===== config.mk =====
export PLATFORM = sky130hd
export DESIGN_NAME = alu_div_nr_param
export DESIGN_NICKNAME = d
export VERILOG_FILES = /design/src/rtl/alu_div_nr_param.sv
export SDC_FILE = /design/constraint.sdc
export NUM_CORES = 1
export LEC_CHECK = 0
export CORE_ASPECT_RATIO = 0.6
export CORE_MARGIN = 10
export CORE_UTILIZATION = 60
export DETAILED_ROUTE_END_ITERATION = 7
export HOLD_SLACK_MARGIN = 0.12
export PLACE_DENSITY = 0.83
export SETUP_SLACK_MARGIN = 0.02
export SYNTH_ARGS = -nofsm -noshare
export SYNTH_HDL_FRONTEND = slang
export SYNTH_SLANG_ARGS = --single-unit

===== constraint.sdc =====
create_clock -name clk -period 12.8 [get_ports clk]
set_input_delay 2.56 -clock clk [delete_from_list [all_inputs] [get_ports clk]]
set_output_delay 2.56 -clock clk [all_outputs]
set_load 0.1 [all_outputs]

===== src/rtl/alu_div_nr_param.sv =====
// Sequential non-restoring divider, one quotient bit per cycle, signed or unsigned per operation.
// Result WIDTH+1 cycles after accept (divide-by-zero: next cycle); result held until out_ready.
`timescale 1ns/1ps
module alu_div_nr_param #(
  parameter int WIDTH = 32
) (
  input  logic             clk,
  input  logic             rst,
  input  logic             in_valid,
  output logic             in_ready,
  input  logic             is_signed,
  input  logic [WIDTH-1:0] dividend,
  input  logic [WIDTH-1:0] divisor,
  output logic             out_valid,
  input  logic             out_ready,
  output logic [WIDTH-1:0] quotient,
  output logic [WIDTH-1:0] remainder,
  output logic             div_by_zero,
  output logic             overflow
);

  localparam int CW = $clog2(WIDTH + 1);
  localparam logic [WIDTH-1:0] MIN_NEG = {1'b1, {(WIDTH-1){1'b0}}};

  typedef enum logic [1:0] {S_IDLE, S_RUN, S_FIX, S_DONE} state_t;

  state_t           state_q, state_d;
  logic [WIDTH:0]   a_q, a_d;
  logic [WIDTH-1:0] q_q, q_d;
  logic [WIDTH-1:0] m_q, m_d;
  logic [WIDTH-1:0] quot_q, quot_d;
  logic [WIDTH-1:0] rem_q, rem_d;
  logic [CW-1:0]    cnt_q, cnt_d;
  logic             negq_q, negq_d;
  logic             negr_q, negr_d;
  logic             dbz_q, dbz_d;
  logic             ovf_q, ovf_d;

  logic             dvd_neg, dvs_neg;
  logic [WIDTH:0]   a_sh, m_ext, a_step, a_fix;

  assign dvd_neg = is_signed & dividend[WIDTH-1];
  assign dvs_neg = is_signed & divisor[WIDTH-1];

  // A is a signed WIDTH+1 partial remainder; its sign picks add or subtract.
  assign a_sh   = {a_q[WIDTH-1:0], q_q[WIDTH-1]};
  assign m_ext  = {1'b0, m_q};
  assign a_step = a_q[WIDTH] ? (a_sh + m_ext) : (a_sh - m_ext);
  assign a_fix  = a_q[WIDTH] ? (a_q + m_ext) : a_q;

  always_comb begin
    state_d = state_q;
    a_d     = a_q;
    q_d     = q_q;
    m_d     = m_q;
    quot_d  = quot_q;
    rem_d   = rem_q;
    cnt_d   = cnt_q;
    negq_d  = negq_q;
    negr_d  = negr_q;
    dbz_d   = dbz_q;
    ovf_d   = ovf_q;
    unique case (state_q)
      S_IDLE: begin
        if (in_valid) begin
          negq_d = dvd_neg ^ dvs_neg;
          negr_d = dvd_neg;
          q_d    = dvd_neg ? -dividend : dividend;
          m_d    = dvs_neg ? -divisor : divisor;
          a_d    = '0;
          cnt_d  = CW'(WIDTH);
          dbz_d  = (divisor == '0);
          ovf_d  = is_signed && (dividend == MIN_NEG) && (divisor == '1);
          if (divisor == '0) begin
            quot_d  = '1;
            rem_d   = dividend;
            state_d = S_DONE;
          end else begin
            state_d = S_RUN;
          end
        end
      end
      S_RUN: begin
        a_d   = a_step;
        q_d   = {q_q[WIDTH-2:0], ~a_step[WIDTH]};
        cnt_d = cnt_q - CW'(1);
        if (cnt_q == CW'(1)) state_d = S_FIX;
      end
      S_FIX: begin
        a_d     = a_fix;
        quot_d  = negq_q ? -q_q : q_q;
        rem_d   = negr_q ? -a_fix[WIDTH-1:0] : a_fix[WIDTH-1:0];
        state_d = S_DONE;
      end
      S_DONE: begin
        if (out_ready) state_d = S_IDLE;
      end
      default: state_d = S_IDLE;
    endcase
  end

  always_ff @(posedge clk) begin
    if (rst) begin
      state_q <= S_IDLE;
      a_q     <= '0;
      q_q     <= '0;
      m_q     <= '0;
      quot_q  <= '0;
      rem_q   <= '0;
      cnt_q   <= '0;
      negq_q  <= 1'b0;
      negr_q  <= 1'b0;
      dbz_q   <= 1'b0;
      ovf_q   <= 1'b0;
    end else begin
      state_q <= state_d;
      a_q     <= a_d;
      q_q     <= q_d;
      m_q     <= m_d;
      quot_q  <= quot_d;
      rem_q   <= rem_d;
      cnt_q   <= cnt_d;
      negq_q  <= negq_d;
      negr_q  <= negr_d;
      dbz_q   <= dbz_d;
      ovf_q   <= ovf_d;
    end
  end

  assign in_ready    = (state_q == S_IDLE);
  assign out_valid   = (state_q == S_DONE);
  assign quotient    = quot_q;
  assign remainder   = rem_q;
  assign div_by_zero = dbz_q;
  assign overflow    = ovf_q;

endmodule

---- Word-level counts from Yosys, hierarchy flattened ----
Cells that the tools add are included.
storage, ports and cells
  bits in registers ....................... 173
  output and inout port bits .............. 68
operators by class
  $add $sub $neg .......................... 8
  equality and inequality tests ........... 10
  mux-type cells .......................... 23
  bitwise logic cells ..................... 4
  reductions and logical operators ........ 12
operators with widths
  kind                                                    count
  two-way mux 32 bit                                      9
  one-hot mux 32 bit (2 select lines)                     3
  negator 32 bit                                          4
  two-way mux 33 bit                                      3
  one-hot mux 33 bit (3 select lines)                     1
  adder 33 x 32 -> 33 bit                                 2
  == test 32 bit (second input constant)                  2
  subtractor 33 x 32 -> 33 bit                            1
  logical NOT 32 bit                                      1
  one-hot mux 6 bit (2 select lines)                      1
  two-way mux 2 bit                                       4
  one-hot mux 2 bit (4 select lines)                      1
  == test 6 x 1 -> 1 bit (second input constant)          1
  two-way mux 6 bit                                       1
  AND reduction 2 bit                                     3
  AND reduction 3 bit                                     2
  subtractor 6 x 1 -> 6 bit (second input constant)       1
  == test 2 bit (second input constant)                   2
  inequality test 2 x 1 -> 1 bit (second input constant)  2
  inequality test 2 bit (second input constant)           2
  nonzero test 2 bit                                      2
  nonzero test 3 bit                                      1
  AND 1 bit                                               2
  == test 2 x 1 -> 1 bit (second input constant)          1
  other kinds (4)                                         5

---- Depth between registers and ports, before layout ----
  depth after elaboration ................. 5
  depth in mapped cells ................... 23
  depth with buffers taken out ............ 20

---- Worst setup path after synthesis ----
Ideal clock, no wire load.
  kind .................................... input -> register
  from .................................... input port divisor[14]
  to ...................................... register quot_q[10], in the netlist quotient[10]
  library setup time ...................... 91 ps
  arrival time ............................ 4,932 ps
  required time ........................... 12,709 ps
  setup slack ............................. 7,777 ps
  stages .................................. 11
  path through ............................ or4_1 -> nor2_1 -> and3_1 -> nand2_1 -> nor3_1 -> nand2_1 -> o21ai_1 -> clkbuf_1 -> clkbuf_1 -> nor2_1 -> a311oi_1
on the way
  longest elaborated chain between the ends .. 3
RTL lines
  what                                             RTL line  RTL
  start, declared                                  13        input logic [WIDTH-1:0] divisor,
  logical NOT 32 bit                               74        if (divisor == '0) begin
  inequality test 2 x 1 -> 1 bit (no source line)  -
  AND reduction 3 bit (no source line)             -
  end signal, assigned                             120       quot_q <= quot_d;
  end, declared                                    31        logic [WIDTH-1:0] quot_q, quot_d;
Every way passes these cells.
A chain may end at the register's enable or synchronous reset.

---- Final worst setup path ----
  from .................................... input port divisor[0]
  to ...................................... register rem_q[27], in the netlist remainder[27]
on the way
  longest elaborated chain between the ends .. 3
RTL lines
  what                                             RTL line  RTL
  logical NOT 32 bit                               74
  inequality test 2 x 1 -> 1 bit (no source line)  -
  AND reduction 3 bit (no source line)             -
  end signal, assigned                             121       rem_q <= rem_d;
  end, declared                                    32        logic [WIDTH-1:0] rem_q, rem_d;
Every way passes these cells.

==> results.md <==
- Mapped Area: 0.0143 mm^2
- CP arrival: around 6.6 ns
- Max_slew headroom: ~18%
- N_diodes: 0
- FILL cells: between 1500 and 2000
- Pleak: roughly 6.1 nW
- Iter 0 DRT Violations: 2741
- CP peak stage delay: 0.74 ns
- Routed length on met1: 22000 um
- Crit path buf inv count: 3
- Area grow syn2layout: 13.7%
- Placed instance count: between 2000 and 2500
- Hold Crit Class: reg2reg
- Critical-path top delay cell: buf_4
- Period utilisation layout: 48.4%
- IO Count: between 100 and 150
- Endpoint class of the critical path: flip-flop
- Worst-margin pin slew: roughly 1.2 ns
- Post-Synth XOR/XNOR Area: ~11%
- Largest net degree at the start of global routing: 98
- WL final: roughly 50000 um
- Sink Count: around 170
- Post-synth top cells: 214 x nor2_1, 212 x nand2_1, 173 x dfxtp_1
- Vias in the first global route: ~14000
- Vias/cell: about 6.7
- Post-Syn Instances: 1909
- Hpwl dp: approximately 39000 um
- First-pass GRT wire length: approximately 79000 um
- Share of cells above drive strength 1: roughly 4.2%
- Cell class contributing the biggest share of worst-path delay: simple AND/OR/NAND/NOR gates
- Starting Density: between 60% and 70%
- Critical Path Source Type: primary input
- Hold slack: between 0.4 and 0.5 ns
- Metal3 WL: 8440 um
- DR vias: approximately 15000
- Peak Freq: approximately 160 MHz
- Mean Syn Cell Area: around 7.5 um^2
- Tmin final: ~6.2 ns
- Setup TNS: 0 ns
- Register Area: about 0.0035 mm^2
- Final Max Tran Viols: 0
- Max-cap violations: 0
- Total power: a little under 4 mW
- Simple logic cell fraction of the synthesized area: a little over a fifth
- Final setup viols: 0
- Final setup margin: about 6.6 ns
- Antenna violations before repair: 1
- Post-CTS Resized: 0
- Core ar.: 0.0233 mm^2
- Number of synthesized flops with an enable pin: 0
- Final Hold Vio Count: 0
- Clock Skew: ~0.012 ns
- Top-count cell post-synth: nor2_1
- IO Port Bufs: around 140
- Routed wl met2: between 15000 and 20000 um
- CP Class: in2reg
- GPL Wtd Cong: about 1.0
- Pre-CTS setup slack: roughly 6.2 ns
- WP data required: 13.16 ns
- # H-tree levels: 4
- Die footprint: 0.0306 mm^2
- Latest clock arrival within the worst-skew pair: about 0.43 ns
- Crit Path Max Fanout: 97
- Global Route Usage Sum: between 30% and 40%
- Die H: 140 um
- Most frequent CP cell: nand2_1
- Clock slew seen by the registers of the worst setup and hold paths: around 0.07 ns
- Post-synthesis sequential area ratio: between 20 and 25%
- # Post-CTS Setup Buffers: 0
- Post-route insts no fill: 2294
- PwrDens: around 240 mW/mm^2
- Synth top area cells: dfxtp_1 24%, ha_1 6.8%, xor2_1 5.7%
- Run status: finished clean
- FP Rows: 43
- Area leader, netlist: dfxtp_1
- Max Used Layer: met5
- Detail Route Antenna Nets: 0
- Adder-cell share of the synthesized area: slightly above 7%
- Ys flop type: dfxtp_1
- Grt total ovfl: 0
- CP Cell Sequence: clkdlybuf4s50_1, inv_1, ha_1, and2_1, and4_1, and3_1, nand2_1, nor3_1, nand2_1, o21ai_4, buf_4, nand2_1, a211o_1, a31oi_1
- CTS tree: built
- Clock Tree Buf Depth: 2
- Die X: between 200 and 250 um
- CTS buffer count: 17
- Ys async rst share: 0%
- Multi-input gate area: 0.0102 mm^2
- Unrepaired setup endpoints after global routing: false
- WL per Instance: between 20 and 25 um
- Netlist cell types: 89
- Drt pass-1 iters: 8
- Hold_buf cts: 0
- Syn nets: a little over 2000
- Synth Area in Compound Gates: ~29%
- Maximum VDD drop: approximately 0.17 mV
- Syn. warnings: 0
- Yosys top cell area share: between 20% and 30%
- Largest family of logic cells by synthesized area: compound AO/OA/AOI/OAI gates
- Mux share of post-synthesis cell area: under 10%
- Root Buffer: clkbuf_16
- Final net count: approximately 2100
- #FFs+latches synth: 173
- DR DRC count: 0
where the power goes:
part | switching, mW | internal (mW)
Sequential | 0.226 | 0.671
Clock | 0.233 | 0.309
Combinational | 1.68 | 0.850
Total | 2.14 | 1.83
registers in the layout, indices dropped and copies added (netlist names), 2 cells and up:
name       flops
cnt_q          6
m_q           32
quotient      32
remainder     32
q_q           32
state_q        2
a_q           33
final timing paths:
check	slack, ns	from	endpoint	depth (start not counted)
setup / recovery	6.60	divisor[0]	remainder[27]$_SDFFE_PP0P_	14
hold / removal	0.47	div_by_zero$_SDFFE_PP0P_	div_by_zero$_SDFFE_PP0P_	2
setup reg to reg	7.53	a_q[32]$_SDFFE_PP0P_	a_q[30]$_SDFFE_PP0P_	14
hold reg to reg	0.47	div_by_zero$_SDFFE_PP0P_	div_by_zero$_SDFFE_PP0P_	2
cells in the final DEF (no fill, tap or decap), drive strengths merged, types with 14 or more instances in the layout:
master,count
nand4,29
dfxtp,173
a311oi,30
a211oi,67
o31ai,29
inv,48
a31oi,17
a21o,36
a22oi,23
and3,20
xnor2,84
nor4,15
clkdlybuf4s50,135
buf,15
nor3,49
nand3,26
xor2,94
mux2i,23
nand2b,16
o41ai,14
nor2,214
o22ai,16
a21oi,153
o21ai,133
nand2,212
clkbuf,19
or3,23
ha,78
nor2b,17
logic make-up (layout without fill, tap and decap cells):
kind of cell | Yosys count | in the layout
simple gates | 674 | 674
xor+xnor | 178 | 178
mux | 29 | 29
flops | 173 | 173
compound gates | 620 | 620
buf+inv | 155 | 225
fa+ha+maj | 80 | 80
routing by layer:
layer / track usage (%) / vias up
met5: 0 / -
met4: 7.12 / 2
met3: 11.8 / 88
met2: 41.1 / 1095
met1: 47.3 / 7163
li1: - / 7126
through the flow:
stage / util [%] / cell area [um^2]
final: 69.9 / 16300
after floorplan: - / 14300
after global routing: 69.9 / 16300
after detailed placement: 67.4 / 15700
after CTS: 69.9 / 16300
after global placement: 67.4 / 15700
tightest hold or removal path: stages, from the launching register on:
cell and delay [ns]:
dfxtp_1 0.32, nand2_1 0.05, a21oi_1 0.06
cell type report:
cell class	instances	area share, %
inverters	45	1.04
flip-flops and latches	173	21.3
clock inverters	11	0.983
clock buffers	19	2.66
multi-input cells	1581	62.6
well taps	315	2.42
repair buffers	150	8.99
Power figures use the tool's default switching activity.
